### src/rtl/pipe_adder.sv
`default_nettype none
`timescale 1ns/1ps
//------------------------------------------------------------------------------
// Module   : pipe_adder
// Brief    : Pipelined signed add/sub, one CLA segment per stage, valid/ready.
// Revision : 1.0
//------------------------------------------------------------------------------
module pipe_adder #(
    parameter int WIDTH = 16,
    parameter int SEG   = 4,
    parameter int SAT   = 1
) (
    input  logic             clk,
    input  logic             rst,
    input  logic             in_valid,
    output logic             in_ready,
    input  logic [WIDTH-1:0] a,
    input  logic [WIDTH-1:0] b,
    input  logic             cin,
    input  logic             sub,
    output logic             out_valid,
    input  logic             out_ready,
    output logic [WIDTH-1:0] s,
    output logic             cout,
    output logic             ovf,
    output logic             ovf_sticky,
    input  logic             ovf_clr
);

    localparam int c_stages = WIDTH / SEG;
    localparam int c_mid    = (c_stages > 1) ? c_stages - 1 : 1;
    localparam int c_last   = c_stages - 1;
    localparam logic [WIDTH-1:0] c_seg_mask = WIDTH'((1 << SEG) - 1);

    // Result layout: {carry into segment MSB, carry out, SEG sum bits}
    function automatic logic [SEG+1:0] cla(
        input logic [SEG-1:0] x,
        input logic [SEG-1:0] y,
        input logic           ci
    );
        logic [SEG:0]   c;
        logic [SEG-1:0] g;
        logic [SEG-1:0] p;
        g    = x & y;
        p    = x ^ y;
        c[0] = ci;
        for (int i = 0; i < SEG; i++) begin
            c[i+1] = g[i] | (p[i] & c[i]);
        end
        return {c[SEG-1], c[SEG], p ^ c[SEG-1:0]};
    endfunction

    logic             w_advance;
    logic             w_v   [c_stages];
    logic [WIDTH-1:0] w_a   [c_stages];
    logic [WIDTH-1:0] w_b   [c_stages];
    logic             w_c   [c_stages];
    logic [WIDTH-1:0] w_s   [c_stages];
    logic [SEG+1:0]   w_add [c_stages];
    logic [WIDTH-1:0] w_sn  [c_stages];

    logic             r_v [c_mid];
    logic [WIDTH-1:0] r_a [c_mid];
    logic [WIDTH-1:0] r_b [c_mid];
    logic             r_c [c_mid];
    logic [WIDTH-1:0] r_s [c_mid];

    assign w_advance = !out_valid | out_ready;
    assign in_ready  = w_advance;

    assign w_v[0] = in_valid;
    assign w_a[0] = a;
    assign w_b[0] = sub ? ~b : b;
    assign w_c[0] = sub ? ~cin : cin;
    assign w_s[0] = '0;

    generate
        for (genvar k = 0; k < c_stages; k++) begin : g_stage
            assign w_add[k] = cla(w_a[k][k*SEG +: SEG], w_b[k][k*SEG +: SEG], w_c[k]);
            assign w_sn[k]  = (w_s[k] & ~(c_seg_mask << (k*SEG)))
                            | (WIDTH'(w_add[k][SEG-1:0]) << (k*SEG));

            if (k > 0) begin : g_feed
                assign w_v[k] = r_v[k-1];
                assign w_a[k] = r_a[k-1];
                assign w_b[k] = r_b[k-1];
                assign w_c[k] = r_c[k-1];
                assign w_s[k] = r_s[k-1];
            end

            // Upper operand segments ride along until their stage consumes them
            if (k < c_last) begin : g_mid
                always_ff @(posedge clk or posedge rst) begin
                    if (rst) begin
                        r_v[k] <= 1'b0;
                        r_a[k] <= '0;
                        r_b[k] <= '0;
                        r_c[k] <= 1'b0;
                        r_s[k] <= '0;
                    end else if (w_advance) begin
                        r_v[k] <= w_v[k];
                        r_a[k] <= w_a[k];
                        r_b[k] <= w_b[k];
                        r_c[k] <= w_add[k][SEG];
                        r_s[k] <= w_sn[k];
                    end
                end
            end
        end
    endgenerate

    logic             w_ovf;
    logic [WIDTH-1:0] w_sat_val;
    logic [WIDTH-1:0] w_s_next;

    assign w_ovf     = w_add[c_last][SEG+1] ^ w_add[c_last][SEG];
    assign w_sat_val = w_a[c_last][WIDTH-1] ? {1'b1, {(WIDTH-1){1'b0}}}
                                            : {1'b0, {(WIDTH-1){1'b1}}};
    assign w_s_next  = ((SAT != 0) && w_ovf) ? w_sat_val : w_sn[c_last];

    always_ff @(posedge clk or posedge rst) begin
        if (rst) begin
            out_valid  <= 1'b0;
            s          <= '0;
            cout       <= 1'b0;
            ovf        <= 1'b0;
            ovf_sticky <= 1'b0;
        end else begin
            if (w_advance) begin
                out_valid <= w_v[c_last];
                s         <= w_s_next;
                cout      <= w_add[c_last][SEG];
                ovf       <= w_ovf;
            end
            // A new overflow takes priority over a simultaneous clear
            if (w_advance && w_v[c_last] && w_ovf) begin
                ovf_sticky <= 1'b1;
            end else if (ovf_clr) begin
                ovf_sticky <= 1'b0;
            end
        end
    end

endmodule
`default_nettype wire

### config.mk
export PLATFORM = sky130hd
export DESIGN_NAME = pipe_adder
export DESIGN_NICKNAME = d
export VERILOG_FILES = /design/src/rtl/pipe_adder.sv
export SDC_FILE = /design/constraint.sdc
export NUM_CORES = 1
export LEC_CHECK = 0
export ABC_AREA = 0
export BUFFER_PORTS_ARGS = -buffer_cell sky130_fd_sc_hd__buf_2
export CORE_ASPECT_RATIO = 1.25
export CORE_UTILIZATION = 30
export CTS_CLUSTER_SIZE = 14
export DETAILED_ROUTE_END_ITERATION = 16
export SYNTH_ARGS = -nofsm -noshare
export SYNTH_HDL_FRONTEND = slang
export SYNTH_SLANG_ARGS = --single-unit
### constraint.sdc
create_clock -name clk -period 8.4 [get_ports clk]
set_clock_uncertainty 0.05 [all_clocks]
set_input_delay 0.42 -clock clk [delete_from_list [all_inputs] [get_ports clk]]
set_output_delay 0.42 -clock clk [all_outputs]
set_load 0.05 [all_outputs]
==> impl_metrics.tcl <==
set metrics [dict create \
    drtPass1Iterations 5 \
    synthesis.nets 500 \
    drv_cap 0 \
    final_util_pct 36.1 \
    fillers 1453 \
    nets 549 \
    arrival_ns 3.38 \
    max_stage_delay_ns 0.57 \
    crit_path_frequent_cell "fa_1" \
    avgViaCountPerCell 4.38 \
    tightest_slew_ns 0.909 \
    cp.required_ns 8.52 \
    grt_max_degree 98 \
    seq_area_frac_synth_pct 56.3 \
    relSlewSlack_pct 39.4 \
    placementRows 48 \
    syn_to_final_growth_pct 16.1 \
    syn_inst 444 \
    num_antenna_cells 0 \
    crit_chain "inv_1, fa_1, inv_1, fa_1, inv_1, fa_1, fa_1, xnor2_2, nor3_4, a311oi_1" \
    wl_per_cell_um 11.6 \
    slowest_stage "nor3_4" \
    critPathLaunchType "register" \
    grt_pass1_vias 3056 \
    coreArea_um2 14000 \
    synth_ff_type "dfrtp_1" \
    vias 2945 \
    crit_fanout 13 \
    overflow 0 \
    wl_mm 7.79 \
    synth_area_leaders "dfrtp_1 56%, nand2_1 14%, fa_1 7.8%" \
    final-max-slew-violation-count 0 \
    hold_violations 0 \
    netlist_area_um2 4360 \
    status "completed" \
    avgSynthCellArea_um2 9.81 \
    drtIter0Drc 126 \
    yosys.area.top_type "dfrtp_1" \
    placed_cells 656 \
    powerDensity_nw_per_um2 408 \
    crit_type "register to register" \
    yosys.area.top_type_share_pct 56.3 \
    tns_ns 0 \
    synth-seq-cells 98 \
    grt_usage_pct 11.8 \
    route.detailed.drc 0 \
    hold_path_class "primary input to register" \
    ys_warn_count 0 \
    post_cts_buffers 0 \
    ioPinCount 60 \
    numClockSinks 98 \
    total_power_w 0.00206 \
    routabilityCongestion 0.754 \
    cts_tree "done" \
    setup_viol_count_final 0 \
    dpl.hpwl_mm 5.35 \
    die_w_um 110 \
    numCtsBuffers 9 \
    cts_max_level 3 \
    rsz0062_at_grt "false" \
    antenna_found_initial 0 \
    io_buffer_count 59 \
    reg2reg_slack_ns 5.14 \
    start_util_pct 31.1 \
    async_flop_share_pct 100 \
    path_clk_slew_ns 0.06 \
    grt_pass1_wl_mm 13.6 \
    clk_latency_ns 0.34 \
    chipHeight_um 137 \
    layout_commonest_cell "nand2_1" \
    yosysUniqueCellTypes 23 \
    p_leak_nw 2.49 \
    cts_buffer_depth 2 \
    dieArea_um2 15000 \
    cts_root_buf "clkbuf_16" \
    fin_cells 672 \
    max-vdd-ir-drop_mv 0.202 \
    final_cell_mix "162 x nand2_1, 98 x dfrtp_1, 59 x buf_2" \
    cp-end-kind "register" \
    fin_crit_ns 3.26 \
    drive_gt1_share_pct 18.1 \
    timing.fmax_mhz 307 \
    synth_edf_count 0 \
    antenna_left 0 \
    fin_crit_sh_pct 38.8 \
]
[registers in the layout (all words and copies together), names as in the netlist, 3 cells and up]
name and cells:
r_c 3, r_s 24, r_v 3, r_a 24, r_b 24, s 16
[routing by layer]
| metal | up-vias | routed length [um] | track usage, % |
|---|---|---|---|
| li1 | 1466 | - | - |
| met2 | 55 | 3670 | 19.3 |
| met5 | - | 0 | 0 |
| met1 | 1411 | 3550 | 14.4 |
| met3 | 13 | 354 | 1.90 |
| met4 | 0 | 213 | 7.11 |
[cell usage after synthesis (2+ instances only)]
cell type and number:
a21oi_1 11, a311oi_1 2, buf_2 11, buf_4 4
buf_6 2, clkbuf_1 8, dfrtp_1 98, fa_1 17
inv_1 29, mux2i_1 2, nand2_1 162, nor2_1 24
nor3_1 12, nor3_2 9, nor3_4 2, o21ai_0 28
xnor2_1 14, xor2_1 4
[power by group]
| group | internal (W) | total (W) | switching (W) |
|---|---|---|---|
| Combinational | 0.000282 | 0.000862 | 0.000580 |
| Sequential | 0.000689 | 0.000800 | 0.000111 |
| Clock | 0.000236 | 0.000400 | 0.000164 |
| Total | 0.00121 | 0.00206 | 0.000855 |
[final timing paths]
kind | from | end | depth (start not counted)
min in group asynchronous | rst | s[12] | 3
setup / recovery | r_a[12] | s[12] | 10
hold / removal | ovf_clr | ovf_sticky | 2
hold reg to reg | s[15] | s[15] | 2
max in group asynchronous | rst | r_a[25] | 4
setup reg to reg | r_a[12] | s[12] | 10
[cell type report]
class | instances | area [um2] | share of cell area (%)
repair buffers | 63 | 328 | 6.49
multi-input cells | 291 | 1650 | 32.7
well taps | 175 | 219 | 4.33
clock buffers | 12 | 246 | 4.88
clock inverters | 3 | 40.0 | 0.792
inverters | 30 | 116 | 2.30
flip-flops and latches | 98 | 2450 | 48.5
[critical path, delay by kind of cell (launching register included)]
kind                       cells  cell delay (ns)
adders and majority gates      4             1.57
DFF                            1             0.34
and+or+nand+nor                1             0.57
buffers and inverters          3             0.19
AOI/OAI and AO/OA              1             0.12
xor gates and xnor gates       1             0.25
[what timing repair did]
action | CTS | global route
hold endpoints to repair | 24 | 0
hold buffers | 1 | 0
resized for setup | 0 | 0
[through the flow]
step	hold WS, ns	cell area [um2]	worst slack, ns
after global placement	0.352	4760	5.24
after CTS	0.209	5050	5.11
after detailed placement	0.355	4760	5.11
after global routing	0.218	5050	4.96
after floorplan	0.389	4360	5.37
final	0.221	5050	5.14
[cell families (layout without fill, tap and decap cells)]
group	count (synthesis)	count (layout)	share of synthesized area (%)
fa+ha+maj	17	17	7.81
xor+xnor	19	19	3.99
compound gates	41	41	4.88
simple gates	212	212	20.8
mux	2	2	0.460
buf+inv	55	108	5.75
flops	98	98	56.3
Note: power is estimated with default switching activity, not from simulation.
